File: config.mk
export PLATFORM = sky130hd
export DESIGN_NAME = if_prefetch_unit
export DESIGN_NICKNAME = d
export VERILOG_FILES = /design/src/rtl/riscv_pkg.sv /design/src/rtl/if_fifo.sv /design/src/rtl/if_prefetch_unit.sv
export SDC_FILE = /design/constraint.sdc
export NUM_CORES = 1
export LEC_CHECK = 0
export ABC_AREA = 1
export CORE_MARGIN = 4
export CORE_UTILIZATION = 35
export DETAILED_ROUTE_END_ITERATION = 6
export GPL_ROUTABILITY_DRIVEN = 0
export HOLD_SLACK_MARGIN = 0.06
export PLACE_DENSITY = 0.63
export SYNTH_ARGS = -nofsm -noshare
export SYNTH_HDL_FRONTEND = slang
export SYNTH_SLANG_ARGS = --single-unit
File: constraint.sdc
create_clock -name clk -period 5.58 [get_ports clk]
set_clock_uncertainty 0.2 [all_clocks]
set_input_delay 1.395 -clock clk [delete_from_list [all_inputs] [get_ports clk]]
set_output_delay 1.395 -clock clk [all_outputs]
set_load 0.05 [all_outputs]
File: src/rtl/riscv_pkg.sv
// Types and constants shared by the instruction-fetch slice.
// Holds the fetch entry layout and the pointer-wrap helper for the prefetch queue.
package riscv_pkg;

  localparam int XLEN = 32;
  localparam logic [XLEN-1:0] NOP_INSTR = 32'h0000_0013;

  typedef struct packed {
    logic [XLEN-1:0] pc;
    logic [XLEN-1:0] instr;
  } fetch_entry_t;

  // Ring-pointer increment for queues whose depth need not be a power of two.
  function automatic int unsigned wrap_inc(input int unsigned idx, input int unsigned depth);
    return (idx + 1 >= depth) ? 0 : idx + 1;
  endfunction

endpackage

File: src/rtl/if_fifo.sv
// Prefetch queue: DEPTH entries, same-cycle push/pop at any occupancy,
// synchronous clear, and a registered head with no push-to-head bypass.
module if_fifo
  import riscv_pkg::*;
#(
  parameter int DEPTH = 4,
  parameter int W = 2 * XLEN,
  localparam int CW = $clog2(DEPTH + 1)
) (
  input  logic          clk,
  input  logic          reset_n,
  input  logic          push,
  input  logic [W-1:0]  push_data,
  input  logic          pop,
  input  logic          clear,
  output logic [CW-1:0] count,
  output logic          head_valid,
  output logic [W-1:0]  head_data
);

  localparam int PW = (DEPTH > 1) ? $clog2(DEPTH) : 1;

  logic [W-1:0]  mem [DEPTH];
  logic [PW-1:0] rd_ptr;
  logic [PW-1:0] wr_ptr;
  logic [PW-1:0] rd_next;
  logic [PW-1:0] wr_next;
  logic [CW-1:0] occ_after_pop;

  assign rd_next       = PW'(wrap_inc(32'(rd_ptr), DEPTH));
  assign wr_next       = PW'(wrap_inc(32'(wr_ptr), DEPTH));
  assign occ_after_pop = count - CW'(pop);
  assign head_valid    = (count != '0);

  always_ff @(posedge clk or negedge reset_n) begin
    if (!reset_n) begin
      rd_ptr <= '0;
      wr_ptr <= '0;
      count  <= '0;
    end else if (clear) begin
      rd_ptr <= '0;
      wr_ptr <= '0;
      count  <= '0;
    end else begin
      if (push) wr_ptr <= wr_next;
      if (pop)  rd_ptr <= rd_next;
      count <= occ_after_pop + CW'(push);
    end
  end

  always_ff @(posedge clk) begin
    if (push && !clear) mem[wr_ptr] <= push_data;
  end

  // The head register refills from the new tail only when the queue would
  // otherwise be empty; otherwise it advances to the already-stored next entry.
  always_ff @(posedge clk or negedge reset_n) begin
    if (!reset_n) begin
      head_data <= '0;
    end else if (!clear) begin
      if (occ_after_pop == '0) begin
        if (push) head_data <= push_data;
      end else if (pop) begin
        head_data <= mem[rd_next];
      end
    end
  end

endmodule

File: src/rtl/if_prefetch_unit.sv
// Instruction-fetch stage: issues word reads to a 1-cycle synchronous imem and
// buffers {pc, instr} pairs for decode, flushing everything on a redirect.
module if_prefetch_unit #(
  parameter int              XLEN     = riscv_pkg::XLEN,
  parameter int              IMEM_AW  = 6,
  parameter int              DEPTH    = 4,
  parameter logic [XLEN-1:0] RESET_PC = '0
) (
  input  logic               clk,
  input  logic               reset_n,
  input  logic               redirect_valid,
  input  logic [XLEN-1:0]    redirect_pc,
  output logic               imem_req,
  output logic [IMEM_AW-1:0] imem_addr,
  input  logic [XLEN-1:0]    imem_rdata,
  output logic               out_valid,
  input  logic               out_ready,
  output logic [XLEN-1:0]    out_instr,
  output logic [XLEN-1:0]    out_pc,
  output logic               flush_o
);

  localparam int CW  = $clog2(DEPTH + 1);
  localparam int CW1 = CW + 1;

  logic [XLEN-1:0]   fetch_pc;
  logic [XLEN-1:0]   inflight_pc;
  logic              inflight;
  logic              pop;
  logic              push;
  logic [CW-1:0]     count;
  logic [CW1-1:0]    credit_used;
  logic [2*XLEN-1:0] head_data;
  logic              unused_pc_lsbs;

  assign unused_pc_lsbs = ^redirect_pc[1:0];

  assign flush_o   = redirect_valid;
  assign pop       = out_valid & out_ready;
  assign push      = inflight & ~redirect_valid;
  assign imem_addr = fetch_pc[IMEM_AW+1:2];

  // Slots already spoken for once this cycle's pop retires: a new request is
  // only issued if its response is guaranteed a queue slot.
  assign credit_used = {1'b0, count} + CW1'(inflight) - CW1'(pop);
  assign imem_req    = reset_n & ~redirect_valid & (credit_used < CW1'(DEPTH));

  always_ff @(posedge clk or negedge reset_n) begin
    if (!reset_n) begin
      fetch_pc    <= RESET_PC;
      inflight_pc <= '0;
      inflight    <= 1'b0;
    end else begin
      inflight <= imem_req;
      if (redirect_valid) begin
        fetch_pc <= {redirect_pc[XLEN-1:2], 2'b00};
      end else if (imem_req) begin
        inflight_pc <= fetch_pc;
        fetch_pc    <= fetch_pc + XLEN'(4);
      end
    end
  end

  if_fifo #(
    .DEPTH (DEPTH),
    .W     (2 * XLEN)
  ) u_fifo (
    .clk        (clk),
    .reset_n    (reset_n),
    .push       (push),
    .push_data  ({inflight_pc, imem_rdata}),
    .pop        (pop),
    .clear      (redirect_valid),
    .count      (count),
    .head_valid (out_valid),
    .head_data  (head_data)
  );

  assign out_pc    = head_data[2*XLEN-1:XLEN];
  assign out_instr = head_data[XLEN-1:0];

endmodule

==> impl_results.md <==
* Run status: complete, no violations
* Switching share of power at 44.5%
* Share of power burned in combinational logic at 45.0%
* Cell repeated most along the worst path: sky130_fd_sc_hd__nand2_1
* Vertical die dimension at 223 um
* Launching element of the worst setup path: out_ready
* Post-synthesis cell type count at 36
* Global Route Usage Sum at 15.6%
* Unrepaired setup endpoints after global routing: false
* Worst-skew pair later-pin latency at 560 ps
* Longest individual stage delay on the worst path at 550 ps
* Detail Route Antenna Nets at 0
* Global-route wire length before repair at 62600 um
* 1st-pass router iterations at 5
* Power spent charging and discharging nets at 5380 uW
* Maximum number of buffers from clock root to sink at 3
* Slowest CP cell: sky130_fd_sc_hd__clkdlybuf4s50_1
* Fin cells at 2266
* Fmax at 0.202 GHz
* Leak pwr at 0.00742 uW
* Fraction of power consumed by sequential logic at 33.6%
* Final count of pins violating max slew at 0
* Register clock-pin slew on the reported worst setup and hold paths at 60 ps
* Ant diodes at 0
* Layout Area Growth over Synthesis at 19.7%
* Worst Hold Class: reg -> reg
* Leading cell type by number of instances after synthesis: sky130_fd_sc_hd__nand2_1
* Fraction of final layout cells with drive strength greater than 1 at 6.66%
* Critical path data arrival time at 3360 ps
* Number of placement rows at 78
* Fraction of the cycle the final worst path needs at 88.9%
* Start-to-end type of the worst setup path: in -> out
* Post-layout min period at 4960 ps
* Clock sinks at 378
* Post-CTS Hold Buffers at 0
* DRT iter0 DRCs at 1023
* Flip-flop and latch count after synthesis at 378
* Crit. End Element: output port
* Final Power at 12100 uW
* Vias in the first global route at 11247
* Count of filler cells inserted in the layout at 4366
* Remaining design rule violation count at 0
* Biggest area contributors in the synthesized netlist: sky130_fd_sc_hd__edfxtp_1 (46%), sky130_fd_sc_hd__dfrtp_1 (20%), sky130_fd_sc_hd__nand2_1 (8.4%)
* X dimension of the die at 223 um
* Count of port buffers added during placement at 136
* Total half-perimeter wirelength after legalization and detailed placement at 22400 um
* Area of the mapped netlist at 16300 um^2
* Power per cell area at 621 nW/um^2
* Req. time, crit path at 3980 ps
* Maximum resistive drop on vdd at 1.02 mV
* Primary flip-flop cell chosen by synthesis mapping: sky130_fd_sc_hd__edfxtp_1
* Reg2reg path depth at 11
* Pin count of the biggest net entering global routing at 125
* Critical-path cell list: clkdlybuf4s50_1, nand3_4, ha_1, nand2_1, inv_1, nand3_1, nand2_1, nand2_1, nand2_1, nor2_2, nand2_4, inv_2, buf_4
* # nets final at 1712
* Critical R2R Launch: u_fifo.rd_ptr[0]
* PostCTS Resize Cnt at 0
* Mean number of vias per cell at 5.01
* Number of setup buffers added after CTS at 0
* DIE AREA at 50000 um^2
* Proportion of netlist area held by the largest area contributor at 45.8%
* Core outline area at 45700 um^2
* Detailed Route WL at 39500 um
* Max cap viols at 0
* Sum Neg Setup Slack at 0 ps
* Initial core utilization at 35.6%
* Slew Limit Headroom at 29.6%
* Placed Cells incl. Taps at 2190
* Worst hold stages at 2
* # setup viols final at 0
* Yosys warning count at 0
* Via count at 11350
* Cell type with the highest aggregate area in the netlist: sky130_fd_sc_hd__edfxtp_1
* Synth Area per Inst at 10.6 um^2
* Clock tree from TritonCTS: yes
* H-tree Lvls at 2
* Number of buffers inserted during clock tree synthesis at 41
* Final hold vios at 0
* # IOs at 141
* Share of total power in the clock network at 21.4%
* Synthesized netlist cell count at 1529
* Number of enable flip-flop cells after synthesis at 248
* CP Launch Type: input pin
* CTS Root Buffer Type: sky130_fd_sc_hd__clkbuf_16
* Number of antenna violations at the first check in global routing at 0
* Global-route congestion overflow total at 0
* Proportion of synthesized chip area in sequential cells at 65.8%
* Share of synthesized registers carrying an async set or reset at 34.4%
* Most used standard cells in the synthesized netlist: sky130_fd_sc_hd__nand2_1 (364), sky130_fd_sc_hd__edfxtp_1 (248), sky130_fd_sc_hd__nor2_1 (165), sky130_fd_sc_hd__o21ai_0 (164), sky130_fd_sc_hd__dfrtp_1 (130)
* Worst Tran Pin Value at 1060 ps
* CP max FO at 7
* Design internal power at 6700 uW
* Wire length per cell after detailed routing at 17.4 um
* Worst min-delay path startpoint: u_fifo.head_data[46]
-- registers in the layout (all words and copies together) (netlist names) --
name / flops
u_fifo.mem: 248
inflight_pc: 30
u_fifo.head_data: 62
inflight: 1
fetch_pc: 30
u_fifo.rd_ptr: 2
u_fifo.count: 3
u_fifo.wr_ptr: 2
-- worst max-delay path: cells and delay by family --
family                   cells  cell delay [ps]
adder cells (fa/ha/maj)      1              360
buffers and inverters        4              960
AND/OR/NAND/NOR              8              640
-- kinds of logic after synthesis --
group,count (synthesis),synth area share [%]
buffers and inverters,154,4.18
DFF,378,65.8
AOI/OAI and AO/OA,303,11.4
other,1,0.0231
and+or+nand+nor,671,17.1
adders and majority gates,11,0.847
xor gates and xnor gates,11,0.593
-- cell usage in the layout, fill, tap and decap left out, types with 3 or more instances in the layout --
cell type	count
sky130_fd_sc_hd__a21oi_1	7
sky130_fd_sc_hd__buf_12	6
sky130_fd_sc_hd__buf_4	15
sky130_fd_sc_hd__clkbuf_1	14
sky130_fd_sc_hd__clkbuf_16	41
sky130_fd_sc_hd__clkbuf_8	5
sky130_fd_sc_hd__clkdlybuf4s50_1	133
sky130_fd_sc_hd__clkinv_1	7
sky130_fd_sc_hd__clkinv_2	4
sky130_fd_sc_hd__dfrtp_1	130
sky130_fd_sc_hd__edfxtp_1	248
sky130_fd_sc_hd__ha_1	10
sky130_fd_sc_hd__inv_1	53
sky130_fd_sc_hd__inv_2	3
sky130_fd_sc_hd__nand2_1	364
sky130_fd_sc_hd__nand3_1	105
sky130_fd_sc_hd__nand3_2	7
sky130_fd_sc_hd__nor2_1	161
sky130_fd_sc_hd__nor2_4	8
sky130_fd_sc_hd__nor3_1	16
sky130_fd_sc_hd__o211ai_1	62
sky130_fd_sc_hd__o21a_1	62
sky130_fd_sc_hd__o21ai_0	164
sky130_fd_sc_hd__o21ai_2	5
sky130_fd_sc_hd__xor2_1	9
-- per-layer routing --
metal	GRT usage (%)	vias up	share of wire, %
li1	-	5485	-
met1	21.4	5531	45
met2	25.5	270	47
met3	3.03	64	5.1
met4	4.51	0	2.4
met5	0	-	0
-- cell type report --
class                   count  area (um^2)  share of cell area, %
clock inverters            16          133                  0.681
well taps                 600          751                   3.86
inverters                  58          219                   1.13
clock buffers              60         1150                   5.90
repair buffers            156         1580                   8.12
multi-input cells         998         4930                   25.3
flip-flops and latches    378        10700                   55.0
-- power groups by stage --
stage	Sequential (uW)	Combinational, uW	Clock, uW
floorplan	4670	3250	0
global placement	4090	5420	0
detailed placement	4110	5510	0
CTS	4060	5530	2660
global route	4130	6030	2790
finish	4060	5430	2590
-- stage by stage --
| step | setup WS (ps) | hold WS [ps] | instance area [um^2] | utilization, % |
|---|---|---|---|---|
| 6_report | 620 | 275 | 19500 | 42.6 |
| 4_1_cts | 605 | 281 | 19500 | 42.6 |
| 3_5_place_dp | 610 | 265 | 18200 | 39.8 |
| 3_3_place_gp | 618 | 262 | 18200 | 39.8 |
| 2_1_floorplan | 568 | 286 | 16300 | - |
| 5_1_grt | 497 | 302 | 19500 | 42.6 |
-- path summary, 6_finish.rpt --
| kind | to | slack, ps |
|---|---|---|
| setup / recovery | imem_req | 620 |
| hold / removal | u_fifo.head_data[46] | 280 |
| setup reg to reg | u_fifo.head_data[62] | 2200 |
| hold reg to reg | u_fifo.head_data[46] | 280 |
| max in group asynchronous | u_fifo.head_data[13] | 2850 |
| min in group asynchronous | fetch_pc[3] | 480 |
Power figures use the tool's default switching activity.
